<file path="src/rtl/gshare_branch_predictor.sv">
// Gshare direction predictor with ID-stage redirect, speculative history recovery
// and saturating prediction/mispredict statistics.
module gshare_branch_predictor #(
  parameter int XLEN      = 32,
  parameter int GHR_BITS  = 4,
  parameter int CTR_BITS  = 2,
  parameter int CTR_INIT  = 1,
  parameter int STAT_BITS = 16
) (
  input  logic                 clk,
  input  logic                 rst,
  input  logic                 jump_early,
  input  logic                 branch_early,
  input  logic                 stall_id,
  input  logic [XLEN-1:0]      pc,
  input  logic [XLEN-1:0]      immID,
  input  logic                 branch_resolved,
  input  logic                 actual_taken,
  input  logic                 mispredict,
  input  logic [GHR_BITS-1:0]  pht_indexMEM,
  input  logic [GHR_BITS-1:0]  ghrMEM,
  output logic [XLEN-1:0]      PC_Jump,
  output logic [1:0]           flush,
  output logic                 jump_taken,
  output logic                 pred_taken,
  output logic [GHR_BITS-1:0]  pht_index,
  output logic [GHR_BITS-1:0]  ghr_snapshot,
  output logic [XLEN-1:0]      PC_saved,
  output logic [STAT_BITS-1:0] pred_count,
  output logic [STAT_BITS-1:0] mispred_count
);

  localparam int PHT_SIZE = 1 << GHR_BITS;

  function automatic logic [CTR_BITS-1:0] ctr_step(input logic [CTR_BITS-1:0] ctr,
                                                   input logic up);
    logic [CTR_BITS-1:0] nxt;
    nxt = ctr;
    if (up) begin
      if (ctr != {CTR_BITS{1'b1}}) nxt = ctr + CTR_BITS'(1);
      else                         nxt = ctr;
    end else begin
      if (ctr != {CTR_BITS{1'b0}}) nxt = ctr - CTR_BITS'(1);
      else                         nxt = ctr;
    end
    return nxt;
  endfunction

  function automatic logic [STAT_BITS-1:0] stat_inc(input logic [STAT_BITS-1:0] cnt,
                                                    input logic en);
    logic [STAT_BITS-1:0] nxt;
    nxt = cnt;
    if (en && (cnt != {STAT_BITS{1'b1}})) nxt = cnt + STAT_BITS'(1);
    else                                  nxt = cnt;
    return nxt;
  endfunction

  logic [CTR_BITS-1:0]  pht_q [PHT_SIZE];
  logic [CTR_BITS-1:0]  pht_d [PHT_SIZE];
  logic [GHR_BITS-1:0]  ghr_spec_q, ghr_spec_d;
  logic [GHR_BITS-1:0]  ghr_commit_q, ghr_commit_d;
  logic [STAT_BITS-1:0] pred_count_q, pred_count_d;
  logic [STAT_BITS-1:0] mispred_count_q, mispred_count_d;

  logic [GHR_BITS-1:0]  pht_index_s;
  logic [CTR_BITS-1:0]  upd_ctr_s;
  logic [CTR_BITS-1:0]  ctr_s;
  logic                 mispred_s;
  logic                 accept_s;

  // Prediction path: index, same-entry bypass of the resolving update, redirect outputs
  always_comb begin
    pht_index_s = pc[GHR_BITS+1:2] ^ ghr_spec_q;
    upd_ctr_s   = ctr_step(pht_q[pht_indexMEM], actual_taken);
    mispred_s   = branch_resolved & mispredict;
    accept_s    = branch_early & ~stall_id;
    if (branch_resolved && (pht_indexMEM == pht_index_s)) ctr_s = upd_ctr_s;
    else                                                  ctr_s = pht_q[pht_index_s];

    pred_taken    = branch_early & ctr_s[CTR_BITS-1];
    jump_taken    = (jump_early | pred_taken) & ~mispred_s;
    PC_Jump       = jump_taken ? immID : {XLEN{1'b0}};
    if (mispred_s)       flush = 2'b10;
    else if (jump_taken) flush = 2'b01;
    else                 flush = 2'b00;
    pht_index     = pht_index_s;
    ghr_snapshot  = ghr_spec_q;
    PC_saved      = pc;
    pred_count    = pred_count_q;
    mispred_count = mispred_count_q;
  end

  // Next state: PHT training, history (recovery beats the ID shift), statistics
  always_comb begin
    pht_d = pht_q;
    if (branch_resolved) pht_d[pht_indexMEM] = upd_ctr_s;
    else                 pht_d = pht_q;

    if (mispred_s)     ghr_spec_d = {ghrMEM[GHR_BITS-2:0], actual_taken};
    else if (accept_s) ghr_spec_d = {ghr_spec_q[GHR_BITS-2:0], pred_taken};
    else               ghr_spec_d = ghr_spec_q;

    if (branch_resolved) ghr_commit_d = {ghr_commit_q[GHR_BITS-2:0], actual_taken};
    else                 ghr_commit_d = ghr_commit_q;

    pred_count_d    = stat_inc(pred_count_q, accept_s);
    mispred_count_d = stat_inc(mispred_count_q, mispred_s);
  end

  // State registers
  always_ff @(posedge clk or posedge rst) begin
    if (rst) begin
      for (int i = 0; i < PHT_SIZE; i++) pht_q[i] <= CTR_BITS'(CTR_INIT);
      ghr_spec_q      <= {GHR_BITS{1'b0}};
      ghr_commit_q    <= {GHR_BITS{1'b0}};
      pred_count_q    <= {STAT_BITS{1'b0}};
      mispred_count_q <= {STAT_BITS{1'b0}};
    end else begin
      pht_q           <= pht_d;
      ghr_spec_q      <= ghr_spec_d;
      ghr_commit_q    <= ghr_commit_d;
      pred_count_q    <= pred_count_d;
      mispred_count_q <= mispred_count_d;
    end
  end

endmodule

</file>
<file path="config.mk">
export PLATFORM = sky130hd
export DESIGN_NAME = gshare_branch_predictor
export DESIGN_NICKNAME = d
export VERILOG_FILES = /design/src/rtl/gshare_branch_predictor.sv
export SDC_FILE = /design/constraint.sdc
export NUM_CORES = 1
export LEC_CHECK = 0
export BUFFER_PORTS_ARGS = -buffer_cell sky130_fd_sc_hd__buf_4
export CORE_MARGIN = 4
export CORE_UTILIZATION = 51
export CTS_CLUSTER_SIZE = 40
export DETAILED_ROUTE_END_ITERATION = 10
export PLACE_DENSITY = 0.9
export RECOVER_POWER = 100
export SLEW_MARGIN = 20
export SYNTH_ARGS = -nofsm -noshare
export SYNTH_HDL_FRONTEND = slang
export SYNTH_SLANG_ARGS = --single-unit
</file>
<file path="constraint.sdc">
create_clock -name clk -period 8.4 [get_ports clk]
set_input_delay 0.84 -clock clk [delete_from_list [all_inputs] [get_ports clk]]
set_output_delay 0.84 -clock clk [all_outputs]
set_load 0.05 [all_outputs]
</file>
==> summary.txt <==
Die
  – Die Ht: slightly below 100 µm
  – Core footprint: 0.00785 mm²
  – Die W: approximately 98 µm
  – DIE AREA: between 0.009 and 0.01 mm²
  – Ports: approximately 190
  – Starting Density: 0.530
  – Core Rows: 32

Worst setup path
  – Bufs and invs on worst path: 3
  – Critical path data arrival time: 4.40 ns
  – Worst setup SP type: primary input
  – Worst r2r path cells: 6
  – Worst R2R Start: ghr_snapshot[0]
  – Kind of critical path: primary input to output pin
  – Crit path from: pht_indexMEM[0]
  – Crit-path max FO: 33
  – R2R Path End: ghr_snapshot[0]
  – CP top delay family: buffers and inverters
  – CP Depth: 9
  – Most frequent CP cell: clkbuf_1
  – CP max stage delay: 0.70 ns
  – Reg2reg setup slack: 5.73 ns
  – Setup crit end: PC_Jump[31]
  – CP max stage cell: clkbuf_1
  – CP endpoint kind: output pin
  – Worst Path Required: about 7.6 ns
  – Crit path cell chain: clkbuf_1 > mux4_2 > a22oi_1 > nand3_2 > maj3_1 > a311oi_4 > buf_4 > nor2_1 > clkbuf_1

Finish
  – Finished Layout Cells: 590
  – Filler cell count in the final layout: approximately 730
  – Layout cell share with drive strength beyond 1: 0.324
  – Post-layout util: 0.612
  – # nets final: between 500 and 600
  – Area Growth Syn to Fin: 15.4%
  – N_diodes: 0

Timing
  – Slew @ Worst Pin: roughly 3.6 ns
  – Final worst slack: 3.16 ns
  – Fin Hold WS: a little under 0.5 ns
  – Crit path time final: 5.24 ns
  – Max Freq: around 190 MHz
  – Final hold vios: 0
  – Setup violators final: 0
  – TNS Setup: 0 ns
  – Slew headroom: -1.40
  – Skew final: ~0.0085 ns
  – Period Utilization, post-route: 0.624
  – RSZ-0062 raised after global routing: no
  – Max-slew violations: 69

Routing
  – Post-route DRC: 0
  – Total Routed Length: about 11000 µm
  – Initial DRC Count: around 140
  – Via density: between 5 and 6
  – 1st-pass router iterations: 4
  – Via count: 3206
  – DRT antenna net count: 0
  – Drt wl/cell: ~19 µm

CTS
  – Worst-Skew Late Latency: 0.33 ns
  – CTS Root Cell: clkbuf_8
  – Post-CTS setup buffer count: 0
  – Total CTS buffers: 9
  – Clk sinks: 68
  – Clock-pin slew on the worst setup and hold paths: around 0.070 ns
  – CTS tree: yes
  – Cts repair resizes: 0
  – CTS Buffer Depth: 2
  – Hold_buf cts: 0
  – CTS H-tree lvls: 3

Worst hold path
  – Worst hold path depth: 1
  – Worst hold path class: register to register

Place
  – Port Buf Inserts: 130
  – Gpl congestion: slightly above 0.9
  – DP Worst Slack: between 3 and 4 ns
  – DP HPWL: between 8000 and 9000 µm
  – Placed cells: ~570

Logic synthesis
  – Synthesized flop and latch total: 68
  – Syn. warnings: 0
  – Synth Area per Inst: ~11 µm²
  – Synth area leaders: dfrtp_1, dfstp_2, mux2_2
  – Post-Syn Area: 0.00416 mm²
  – Number of synthesized flops with an enable pin: 0
  – Post-synthesis sequential area ratio: 0.414
  – Post-synth cell types: 42
  – Count leader, synth: nand2_1
  – Main synth FF type: dfrtp_1
  – Syn nets: 471
  – Most common library cells after synthesis: nand2_1, dfrtp_1, mux2_2
  – Async S/R FF share, synth: 1.00
  – Post-synth top area share: 0.313
  – Mapped Cells: 389
  – Yosys top cell by area: dfrtp_1

Pwr
  – PwrDens: about 260 mW/mm²
  – Leakage: ~2.2 nW
  – Worst ir drop on vdd: between 0.00015 and 0.0002 V

Global routing
  – Global-route wire length before repair: about 18000 µm
  – Gr usage total: 0.231
  – Pin count of the biggest net entering global routing: 69
  – Number of global-route vias before repair: roughly 3400
  – Antenna violations before repair: 0
  – Total gr overflow: 0

Run status
  – Failing checks: capacitance limit, slew limit
  – Status: finished, violations left

Run
  – Max-cap violations: 1
==> final cells by class <==
type / instances / area [µm²] / share of cell area
clock buffer: 11 / 131 / 0.0274
multi-input combinational: 264 / 2050 / 0.427
timing repair buffer: 133 / 691 / 0.144
clock inverter: 5 / 53.8 / 0.0112
sequential: 68 / 1720 / 0.359
inverter: 7 / 26.3 / 0.00547
tap: 102 / 128 / 0.0266
==> worst reg2reg max path: cells and delay by family (launching register included) <==
kind | cells | cell delay [ns]
compound gates | 3 | 0.68
mux | 2 | 0.79
flops | 1 | 0.46
xor+xnor | 1 | 0.62
==> per-stage QoR <==
stage                     instance area (µm²)  power (W)
after floorplan                          4160   0.000931
after global placement                   4930    0.00104
after detailed placement                 4930    0.00106
after CTS                                5110    0.00132
after global routing                     4800    0.00133
final                                    4800    0.00126
==> how the worst min path moves through the flow <==
stage / slack, ns / end / from
after floorplan: 0.49 / pht_q[19] / pht_q[19]
after CTS: 0.50 / pred_count[11] / pred_count[11]
after detailed placement: 0.49 / pred_count[11] / pred_count[11]
after global routing: 0.50 / pred_count[11] / pred_count[11]
after global placement: 0.48 / pred_count[11] / pred_count[11]
final: 0.49 / pred_count[11] / pred_count[11]
==> cells in the final DEF, fill, tap and decap left out, types with 7 or more instances in the layout <==
cell / count
buf_4: 49
clkbuf_1: 84
clkbuf_8: 9
dfrtp_1: 52
dfstp_2: 16
inv_1: 7
mux2_2: 35
mux4_2: 8
nand2_1: 54
nand3_1: 16
nand4_1: 9
nor2_1: 18
nor2_2: 30
xnor2_1: 23
xor2_1: 10
==> cell families after synthesis <==
kind of cell | after synthesis | share of synthesized area
muxes | 53 | 0.178
adders and majority gates | 4 | 0.0111
DFF | 68 | 0.414
AOI/OAI and AO/OA | 15 | 0.0295
buffers and inverters | 57 | 0.0923
and+or+nand+nor | 156 | 0.190
xor gates and xnor gates | 36 | 0.0857
==> report_power, final <==
| part | internal, W | leakage [nW] | switching, W |
|---|---|---|---|
| registers | 0.000428 | 0.857 | 0.0000729 |
| logic | 0.000162 | 1.20 | 0.000339 |
| clock network | 0.000136 | 0.0971 | 0.000118 |
==> registers in the layout (all words and copies together) (netlist names) <==
signal / count
pht_q: 32
pred_count: 16
ghr_snapshot: 4
mispred_count: 16
==> metal layers <==
metal	track usage	up-vias	routed length [µm]
li1	-	1497	-
met1	0.275	1541	4130
met2	0.419	153	6030
met3	0.0429	15	759
met4	0.0756	0	176
met5	0	-	0
Power figures use the tool's default switching activity.
